File: src/rtl/dmem_arbiter_if.sv
// Requester-side bundle for dmem_arbiter: one instance per requester.
// master = requester (LSU / loader), slave = arbiter.
interface dmem_arbiter_if;
  logic        req;
  logic        we;
  logic [1:0]  size;
  logic        uns;
  logic [31:0] addr;
  logic [31:0] wdata;
  logic        gnt;
  logic        done;

  modport master (
    output req, we, size, uns, addr, wdata,
    input  gnt, done
  );

  modport slave (
    input  req, we, size, uns, addr, wdata,
    output gnt, done
  );
endinterface

File: src/rtl/dmem_arbiter.sv
// Round-robin two-port arbiter / sequencer for the single-port data BRAM.
// Optional: DMEM_MISALIGN_TRAP_EN traps misaligned half/word accesses.
module dmem_arbiter #(
  parameter int ADDR_W = 10
) (
  input  logic              clk,
  input  logic              rst,
  dmem_arbiter_if.slave     r0,
  dmem_arbiter_if.slave     r1,
  output logic [31:0]       rdata,
  output logic              err,
  output logic              ram_en,
  output logic [3:0]        ram_we,
  output logic [ADDR_W-1:0] ram_addr,
  output logic [31:0]       ram_wdata,
  input  logic [31:0]       ram_rdata
);

  typedef enum logic [1:0] {
    IDLE,
    ACC,
    RD
  } state_t;

  state_t     state;
  logic       ptr;
  logic       cur;
  logic       c_we;
  logic       c_uns;
  logic       c_mis;
  logic [1:0] c_size;
  logic [1:0] c_off;
  logic [1:0] gnt;
  logic [1:0] done;

  logic        win;
  logic        s_we;
  logic        s_uns;
  logic [1:0]  s_size;
  logic [31:0] s_addr;
  logic [31:0] s_wdata;
  logic        mis;
  logic [3:0]  mask;
  logic [31:0] wdat;
  logic [31:0] bsh;
  logic [31:0] hsh;
  logic [31:0] ext;

  // upper address bits wrap by design
  logic unused_addr;
  assign unused_addr = ^{r0.addr[31:ADDR_W+2],
                         r1.addr[31:ADDR_W+2]};

  assign r0.gnt  = gnt[0];
  assign r1.gnt  = gnt[1];
  assign r0.done = done[0];
  assign r1.done = done[1];

  // ptr only matters when both ask
  assign win = (r0.req & r1.req) ? ptr : r1.req;

  assign s_we    = win ? r1.we    : r0.we;
  assign s_uns   = win ? r1.uns   : r0.uns;
  assign s_size  = win ? r1.size  : r0.size;
  assign s_addr  = win ? r1.addr  : r0.addr;
  assign s_wdata = win ? r1.wdata : r0.wdata;

`ifdef DMEM_MISALIGN_TRAP_EN
  always_comb begin
    mis = 1'b0;
    case (s_size)
      2'b00:   mis = 1'b0;
      2'b01:   mis = s_addr[0];
      default: mis = |s_addr[1:0];
    endcase
  end
`else
  assign mis = 1'b0;
`endif

  always_comb begin
    mask = 4'b1111;
    wdat = s_wdata;
    case (s_size)
      2'b00: begin
        mask = 4'b0001 << s_addr[1:0];
        wdat = {4{s_wdata[7:0]}};
      end
      2'b01: begin
        mask = s_addr[1] ? 4'b1100 : 4'b0011;
        wdat = {2{s_wdata[15:0]}};
      end
      default: begin
        mask = 4'b1111;
        wdat = s_wdata;
      end
    endcase
  end

  assign bsh = ram_rdata >> {c_off, 3'b000};
  assign hsh = ram_rdata >> {c_off[1], 4'b0000};

  always_comb begin
    ext = ram_rdata;
    case (c_size)
      2'b00:   ext = {{24{~c_uns & bsh[7]}}, bsh[7:0]};
      2'b01:   ext = {{16{~c_uns & hsh[15]}}, hsh[15:0]};
      default: ext = ram_rdata;
    endcase
  end

  always_ff @(posedge clk) begin
    if (!rst) begin
      state     <= IDLE;
      ptr       <= 1'b0;
      cur       <= 1'b0;
      c_we      <= 1'b0;
      c_uns     <= 1'b0;
      c_mis     <= 1'b0;
      c_size    <= 2'b00;
      c_off     <= 2'b00;
      gnt       <= 2'b00;
      done      <= 2'b00;
      rdata     <= '0;
      err       <= 1'b0;
      ram_en    <= 1'b0;
      ram_we    <= 4'b0000;
      ram_addr  <= '0;
      ram_wdata <= '0;
    end else begin
      gnt  <= 2'b00;
      done <= 2'b00;
      err  <= 1'b0;
      unique case (state)
        IDLE: begin
          if (r0.req | r1.req) begin
            cur       <= win;
            ptr       <= ~win;
            gnt       <= win ? 2'b10 : 2'b01;
            c_we      <= s_we;
            c_uns     <= s_uns;
            c_size    <= s_size;
            c_off     <= s_addr[1:0];
            c_mis     <= mis;
            ram_en    <= ~mis;
            ram_we    <= (s_we & ~mis) ? mask : 4'b0000;
            ram_addr  <= s_addr[ADDR_W+1:2];
            ram_wdata <= wdat;
            state     <= ACC;
          end
        end
        ACC: begin
          ram_en <= 1'b0;
          ram_we <= 4'b0000;
          if (c_we | c_mis) begin
            done  <= cur ? 2'b10 : 2'b01;
            err   <= c_mis;
            state <= IDLE;
          end else begin
            state <= RD;
          end
        end
        RD: begin
          rdata <= ext;
          done  <= cur ? 2'b10 : 2'b01;
          state <= IDLE;
        end
        default: state <= IDLE;
      endcase
    end
  end

endmodule

File: src/flat_wrapper.sv
// flat-port wrapper written by rule: the top's interface ports become plain ports
module dmem_arbiter_flat 
#(
  parameter int ADDR_W = 10
)
  (clk, rst, rdata, err, ram_en, ram_we, ram_addr, ram_wdata, ram_rdata, r0_req, r0_we, r0_size, r0_uns, r0_addr, r0_wdata, r0_gnt, r0_done, r1_req, r1_we, r1_size, r1_uns, r1_addr, r1_wdata, r1_gnt, r1_done);
  dmem_arbiter_if r0_i ();
  dmem_arbiter_if r1_i ();
  input  logic clk;
  input  logic rst;
  output logic [31:0] rdata;
  output logic err;
  output logic ram_en;
  output logic [3:0] ram_we;
  output logic [ADDR_W-1:0] ram_addr;
  output logic [31:0] ram_wdata;
  input  logic [31:0] ram_rdata;
  input wire logic [$bits(r0_i.req)-1:0] r0_req;
  input wire logic [$bits(r0_i.we)-1:0] r0_we;
  input wire logic [$bits(r0_i.size)-1:0] r0_size;
  input wire logic [$bits(r0_i.uns)-1:0] r0_uns;
  input wire logic [$bits(r0_i.addr)-1:0] r0_addr;
  input wire logic [$bits(r0_i.wdata)-1:0] r0_wdata;
  output wire logic [$bits(r0_i.gnt)-1:0] r0_gnt;
  output wire logic [$bits(r0_i.done)-1:0] r0_done;
  input wire logic [$bits(r1_i.req)-1:0] r1_req;
  input wire logic [$bits(r1_i.we)-1:0] r1_we;
  input wire logic [$bits(r1_i.size)-1:0] r1_size;
  input wire logic [$bits(r1_i.uns)-1:0] r1_uns;
  input wire logic [$bits(r1_i.addr)-1:0] r1_addr;
  input wire logic [$bits(r1_i.wdata)-1:0] r1_wdata;
  output wire logic [$bits(r1_i.gnt)-1:0] r1_gnt;
  output wire logic [$bits(r1_i.done)-1:0] r1_done;
  assign r0_i.req = r0_req;
  assign r0_i.we = r0_we;
  assign r0_i.size = r0_size;
  assign r0_i.uns = r0_uns;
  assign r0_i.addr = r0_addr;
  assign r0_i.wdata = r0_wdata;
  assign r0_gnt = r0_i.gnt;
  assign r0_done = r0_i.done;
  assign r1_i.req = r1_req;
  assign r1_i.we = r1_we;
  assign r1_i.size = r1_size;
  assign r1_i.uns = r1_uns;
  assign r1_i.addr = r1_addr;
  assign r1_i.wdata = r1_wdata;
  assign r1_gnt = r1_i.gnt;
  assign r1_done = r1_i.done;
  dmem_arbiter #(.ADDR_W(ADDR_W)) u_core (.clk(clk), .rst(rst), .r0(r0_i), .r1(r1_i), .rdata(rdata), .err(err), .ram_en(ram_en), .ram_we(ram_we), .ram_addr(ram_addr), .ram_wdata(ram_wdata), .ram_rdata(ram_rdata));
endmodule
File: config.mk
export PLATFORM = sky130hd
export DESIGN_NAME = dmem_arbiter_flat
export DESIGN_NICKNAME = d
export VERILOG_FILES = /design/src/rtl/dmem_arbiter_if.sv /design/src/rtl/dmem_arbiter.sv /design/src/flat_wrapper.sv
export SDC_FILE = /design/constraint.sdc
export NUM_CORES = 1
export LEC_CHECK = 0
export ABC_AREA = 0
export BUFFER_PORTS_ARGS = -buffer_cell sky130_fd_sc_hd__buf_4
export CAP_MARGIN = 20
export CORE_MARGIN = 2
export CORE_UTILIZATION = 35
export DETAILED_ROUTE_END_ITERATION = 7
export PLACE_DENSITY_LB_ADDON = 0.25
export SLEW_MARGIN = 25
export SYNTH_ARGS = -nofsm -noshare
export SYNTH_HDL_FRONTEND = slang
export SYNTH_SLANG_ARGS = --single-unit
File: constraint.sdc
create_clock -name clk -period 4.1 [get_ports clk]
set_input_delay 0.205 -clock clk [delete_from_list [all_inputs] [get_ports clk]]
set_output_delay 0.205 -clock clk [all_outputs]
set_load 0.05 [all_outputs]
==> results.cfg, run 1 <==
[run_status]
status = finished clean

[sta]
clock_skew_ns = 0.0124
relSlewSlack_pct = 30.5
rsz0062_at_grt = false
finalWorstSetupSlack_ns = 1.30
hold_violations = 0
period_share_pct = 68.3
drv_slew = 0
worst_pin_slew_ns = 1.04
min_period_ns = 2.80
setup_violations = 0
tns_ns = 0
fmax_mhz = 357
hold_slack_ns = 0.108

[power_and_ir_drop]
netSwitchingFraction_pct = 38.1
p_leak_nw = 2.98
total_power_mw = 2.93
power_density_mw_per_mm2 = 421
p_clk_share_pct = 28.6
sequentialPowerShare_pct = 36.6
p_int_mw = 1.82
p_sw_mw = 1.12
vdd.ir_drop.worst_v = 0.000266
p_comb_share_pct = 34.8

[layout]
area.growth.synth_to_final_pct = 37.8
antennaDiodeCount = 0
finish.net_count = 961
multi_input_area_sq_mm = 0.00289
num-fill-cells = 1390
final_layout_size_suffix_gt1_share_pct = 33.1
final-seq-area_sq_mm = 0.00186

[yosys]
synth_commonest_cells = 93 x dfxtp_1, 82 x nand2_1, 57 x nor2_1
ys_ff_latch = 93
synth_area_per_cell_sq_um = 8.26
synth.area.top_cells = dfxtp_1 37%, mux2i_1 10%, nand2_1 6.1%
synth-edff-count = 0
syn_inst = 612
synth_top_area_share_pct = 36.8
syn_area_sq_mm = 0.00506
syn_nets = 787
ys.flop_type = dfxtp_1
yosys.cell_types.count = 47
synth_top_area_cell = dfxtp_1
yosysMostFrequentCell = dfxtp_1
synth_warnings = 0
yosysSeqAreaShare_pct = 36.8
synthArstFlopShare_pct = 0

[worst_setup_path]
crit_path_start_kind = flop
path_max_fanout = 30
cp_num_buf_inv = 2
cp_slowest_cell = o21a_2
required_ns = 4.37
cp_cell_sequence = inv_1 -> ha_1 -> o21a_2 -> buf_4 -> nand2_1 -> a211o_1 -> o22ai_1
r2r_cells = 7
end_kind = flop
arrival_ns = 3.07
critical_path_depth = 7
path_class = reg -> reg
critPathMaxStageDelay_ns = 0.66
crit_family = compound AO/OA/AOI/OAI gates

[die]
die_y_um = 124
pin_count = 256
dieArea_sq_mm = 0.0154
fp-row-count = 43
dieWidth_um = 124
core_sq_mm = 0.0140
start_util_pct = 36.2

[worst_hold_path]
hold_depth = 3
hp-class = in -> reg

[global_route]
grt_pass1_wl_mm = 27.4
track_usage_pct = 22.0
grt_max_degree = 48
antenna_found_initial = 0
grt_pass1_vias = 5150
grt_overflow = 0

[clock_network]
numClockSinks = 93
clockBufferDepth = 2
cts_tree = built
cts.repair.resized = 0
clk_pin_slew_worst_paths_ns = 0.07
postCtsSetupBuffers = 0
htree_levels = 3
cts-root-buf = clkbuf_16
insertion_delay_ns = 0.36
cts_hold_buf = 0
cts_buffers = 9

[detailed_routing]
vias_per_cell = 5.60
ant_nets = 0
firstDrtPassIters = 5
vias = 5436
drt_iter0_markers = 314
drc = 0
wire_per_inst_um = 18.2
wirelength_mm = 17.7

[placed_design]
io_buffer_count = 214
dpl.hpwl_mm = 12.9
gp_congestion = 0.867
dp_slack_ns = 1.33

[job]
drv_cap = 0
==> worst paths after layout <==
kind	slack [ns]	endpoint	startpoint
worst min register to register	0.45	u_core.done[0]	u_core.cur
worst min-delay path	0.11	u_core.c_uns	r0_uns
worst max register to register	1.30	u_core.ram_we[1]	u_core.state[0]
worst max-delay path	1.30	u_core.ram_we[1]	u_core.state[0]
==> flip-flops by register name, indices dropped and copies added (netlist names) <==
register / count
u_core.ptr: 1
u_core.rdata: 32
u_core.done: 2
u_core.ram_wdata: 32
u_core.state: 2
u_core.ram_we: 4
u_core.c_we: 1
u_core.gnt: 2
u_core.cur: 1
u_core.ram_en: 1
u_core.c_size: 2
u_core.c_uns: 1
u_core.ram_addr: 10
u_core.c_off: 2
==> cell usage in the layout, fill, tap and decap left out, types with 3 or more instances in the layout <==
| cell | Yosys | final |
|---|---|---|
| a311oi_1 | 12 | 12 |
| nor2_1 | 57 | 56 |
| mux2i_1 | 51 | 51 |
| nor2b_1 | 11 | 11 |
| a31oi_1 | 8 | 8 |
| nor3_1 | 9 | 9 |
| o21a_1 | 9 | 8 |
| a211oi_1 | 12 | 12 |
| a21oi_1 | 46 | 46 |
| clkbuf_16 | 0 | 9 |
| nand2b_1 | 3 | 3 |
| mux2_2 | 8 | 8 |
| nor4_1 | 4 | 4 |
| nand2_1 | 82 | 82 |
| ha_1 | 3 | 3 |
| o221ai_1 | 8 | 8 |
| a32oi_1 | 11 | 11 |
| o221a_2 | 7 | 7 |
| o211ai_1 | 8 | 8 |
| o21ai_0 | 22 | 22 |
| nand3_1 | 13 | 13 |
| dfxtp_1 | 93 | 93 |
| o22ai_1 | 5 | 5 |
| nand4_1 | 8 | 8 |
| a221oi_1 | 8 | 8 |
| and2_1 | 8 | 8 |
| buf_4 | 6 | 219 |
| o22a_1 | 8 | 8 |
| a32o_1 | 8 | 8 |
| a2111oi_0 | 4 | 4 |
| inv_1 | 12 | 11 |
==> worst reg2reg max path: stages, from the launching register on <==
cell	delay, ns
dfxtp_1	0.33
inv_1	0.08
ha_1	0.58
o21a_2	0.66
buf_4	0.39
nand2_1	0.15
a211o_1	0.38
o22ai_1	0.16
==> layer usage <==
metal	vias up	global-route usage [%]	routed length (um)	part of all wire, %
li1	2600	-	-	-
met1	2564	27.7	7450	42
met2	245	35.7	8320	47
met3	27	6.07	1430	8.1
met4	0	8.79	463	2.6
met5	-	0	0	0
==> kinds of logic (layout without fill, tap and decap cells) <==
| family | Yosys count | count (layout) | synth area share [%] |
|---|---|---|---|
| other | 1 | 1 | 0.0741 |
| adder cells (fa/ha/maj) | 3 | 3 | 0.742 |
| multiplexers | 59 | 59 | 11.9 |
| AND/OR/NAND/NOR | 202 | 202 | 17.9 |
| buffers and inverters | 69 | 248 | 6.26 |
| AO/OA/AOI/OAI | 185 | 185 | 26.3 |
| flip-flops | 93 | 93 | 36.8 |
==> stage by stage <==
step | area (sq um) | std cells | util [%]
2_1_floorplan | 5060 | 612 | -
6_report | 6970 | 971 | 49.8
3_3_place_gp | 6660 | 954 | 47.6
5_1_grt | 6970 | 971 | 49.8
4_1_cts | 6960 | 970 | 49.7
3_5_place_dp | 6660 | 954 | 47.6
==> final cells by class <==
type | instances | share of cell area, %
well taps | 180 | 3.23
repair buffers | 220 | 23.7
clock inverters | 5 | 0.610
multi-input cells | 450 | 41.4
inverters | 12 | 0.646
clock buffers | 11 | 3.63
flip-flops and latches | 93 | 26.7
==> power by group through the flow <==
stage	registers [mW]	clock network [mW]	logic, mW
global placement	1.09	0	1.01
CTS	1.07	0.854	1.02
global route	1.09	0.887	1.09
floorplan	1.35	0	0.413
detailed placement	1.09	0	1.02
finish	1.08	0.839	1.02
(Power assumes the default switching activity.)
==> run 2: changes to the inputs <==
==> constraint.sdc (replaced) <==
create_clock -name clk -period 2.7 [get_ports clk]
set_input_delay 0.135 -clock clk [delete_from_list [all_inputs] [get_ports clk]]
set_output_delay 0.135 -clock clk [all_outputs]
set_load 0.05 [all_outputs]
==> run 2 against run 1 <==
Register-to-register slack lost 0.55 ns; power grew 51%; setup slack lost 0.55 ns; sequential cell count is the same; non-clock buffer count grew 5; hold slack lost 0.071 ns; clock skew shrank 0.0032 ns; critical path depth is the same; via count grew 0.96%; utilization grew 0.089 points; die area is the same; highest routed layer unchanged.
==> results.cfg, run 2 (synthesized netlist as in run 1, its figures left out) <==
[run_status]
status = finished clean

[layout]
final_cell_mix = 225 x buf_4, 93 x dfxtp_1, 82 x nand2_1
final_common_cell = buf_4
area.growth.synth_to_final_pct = 38.1
final_layout_size_suffix_gt1_share_pct = 33.5
finish.net_count = 966
largestRegisters = u_core.ram_wdata (32), u_core.rdata (32), u_core.ram_addr (10)
instances_no_fill = 976
antennaDiodeCount = 0

[sta]
hold_slack_ns = 0.0368
finalWorstSetupSlack_ns = 0.751
clock_skew_ns = 0.00916
min_period_ns = 1.95
worst_pin_slew_ns = 0.836
tns_ns = 0
rsz0062_at_grt = false
setup_violations = 0
hold_violations = 0
drv_slew = 0
fmax_mhz = 513
relSlewSlack_pct = 44.1
period_share_pct = 72.2

[worst_setup_path]
r2r_cells = 7
r2r_start = u_core.state[0]
arrival_ns = 2.22
required_ns = 2.97
path_max_fanout = 27
end_kind = flop
crit_path_start_kind = flop
path_class = reg -> reg
r2r_end = u_core.ram_we[1]
ff2ff_setup_slack_ns = 0.75

[clock_network]
cts_tree = built
numClockSinks = 93
htree_levels = 3
clk_pin_slew_worst_paths_ns = 0.07
cts_buffers = 9
cts-root-buf = clkbuf_16
postCtsSetupBuffers = 0
cts_hold_buf = 0
insertion_delay_ns = 0.36
clockBufferDepth = 2
cts.repair.resized = 0

[detailed_routing]
wire_per_inst_um = 18.5
wirelength_mm = 18.0
firstDrtPassIters = 5
drt_iter0_markers = 351
vias = 5488
vias_per_cell = 5.62
ant_nets = 0
drc = 0

[die]
start_util_pct = 36.2
dieWidth_um = 124
die_y_um = 124
fp-row-count = 43
core_sq_mm = 0.0140
dieArea_sq_mm = 0.0154
pin_count = 256

[placed_design]
dpl.hpwl_mm = 13.2
dp_slack_ns = 0.729
gp_congestion = 0.863
dp.cells = 960
io_buffer_count = 214

[job]
drv_cap = 0

[power_and_ir_drop]
power_density_mw_per_mm2 = 633
total_power_mw = 4.42
p_leak_nw = 3.00
vdd.ir_drop.worst_v = 0.000326

[global_route]
grt_pass1_vias = 5250
use_met2_pct = 36.8
grt_max_degree = 51
grt_pass1_wl_mm = 27.7
gr-usage-met3_pct = 7.10
antenna_found_initial = 0
track_usage_pct = 22.2
top_usage_layer = met2
grt_overflow = 0
met1_usage_pct = 26.9

[worst_hold_path]
hp-class = in -> reg
hold_depth = 3
hold_start = r0_addr[5]
worstHoldEndpoint = u_core.ram_addr[3]
-- run 2: changes by cell type in the layout (fill, tap and decap cells not counted) --
cell / change
buf_4: +6
clkinv_2: +3
clkbuf_8: -2
clkinv_4: -2
buf_6: -1
inv_6: +1
-- run 2: worst max-delay path by stage --
stage / start / end / slack (ns)
5_1_grt: u_core.state[0] / u_core.rdata[10] / 0.57
2_1_floorplan: u_core.state[0] / u_core.ram_wdata[28] / 1.12
3_5_place_dp: r1_req / u_core.ram_wdata[30] / 0.73
4_1_cts: u_core.state[0] / u_core.ram_we[1] / 0.77
3_3_place_gp: r1_req / u_core.ram_wdata[26] / 0.77
6_report: u_core.state[0] / u_core.ram_we[1] / 0.75
-- run 2: per-layer routing --
metal | part of all wire (%) | wire (um)
met1 | 41 | 7350
met2 | 48 | 8680
met3 | 8.3 | 1500
met4 | 2.8 | 506
met5 | 0 | 0
-- run 2: critical path: stages (launching register included) --
cell     delay (ns)
dfxtp_1        0.33
inv_1          0.08
ha_1           0.18
o21a_2         0.24
buf_4          0.31
nand2_1        0.17
a211o_1        0.39
o22ai_1        0.16
-- run 2: where the power goes --
group          internal [mW]  switching, mW
registers               1.52          0.105
logic                  0.567           1.01
clock network          0.630          0.590
total                   2.71           1.71
-- run 2: per-stage QoR --
stage                     util, %  instance area (sq um)
after detailed placement     48.0                   6710
after CTS                    49.9                   6980
after floorplan                 -                   5060
after global placement       48.0                   6710
after global routing         49.9                   6980
final                        49.9                   6980
-- run 2: final cells by class --
type,instances,area (sq um)
inverters,12,45.0
clock buffers,9,225
multi-input cells,450,2890
well taps,180,225
clock inverters,7,48.8
repair buffers,225,1690
flip-flops and latches,93,1860
fillers,1372,7010
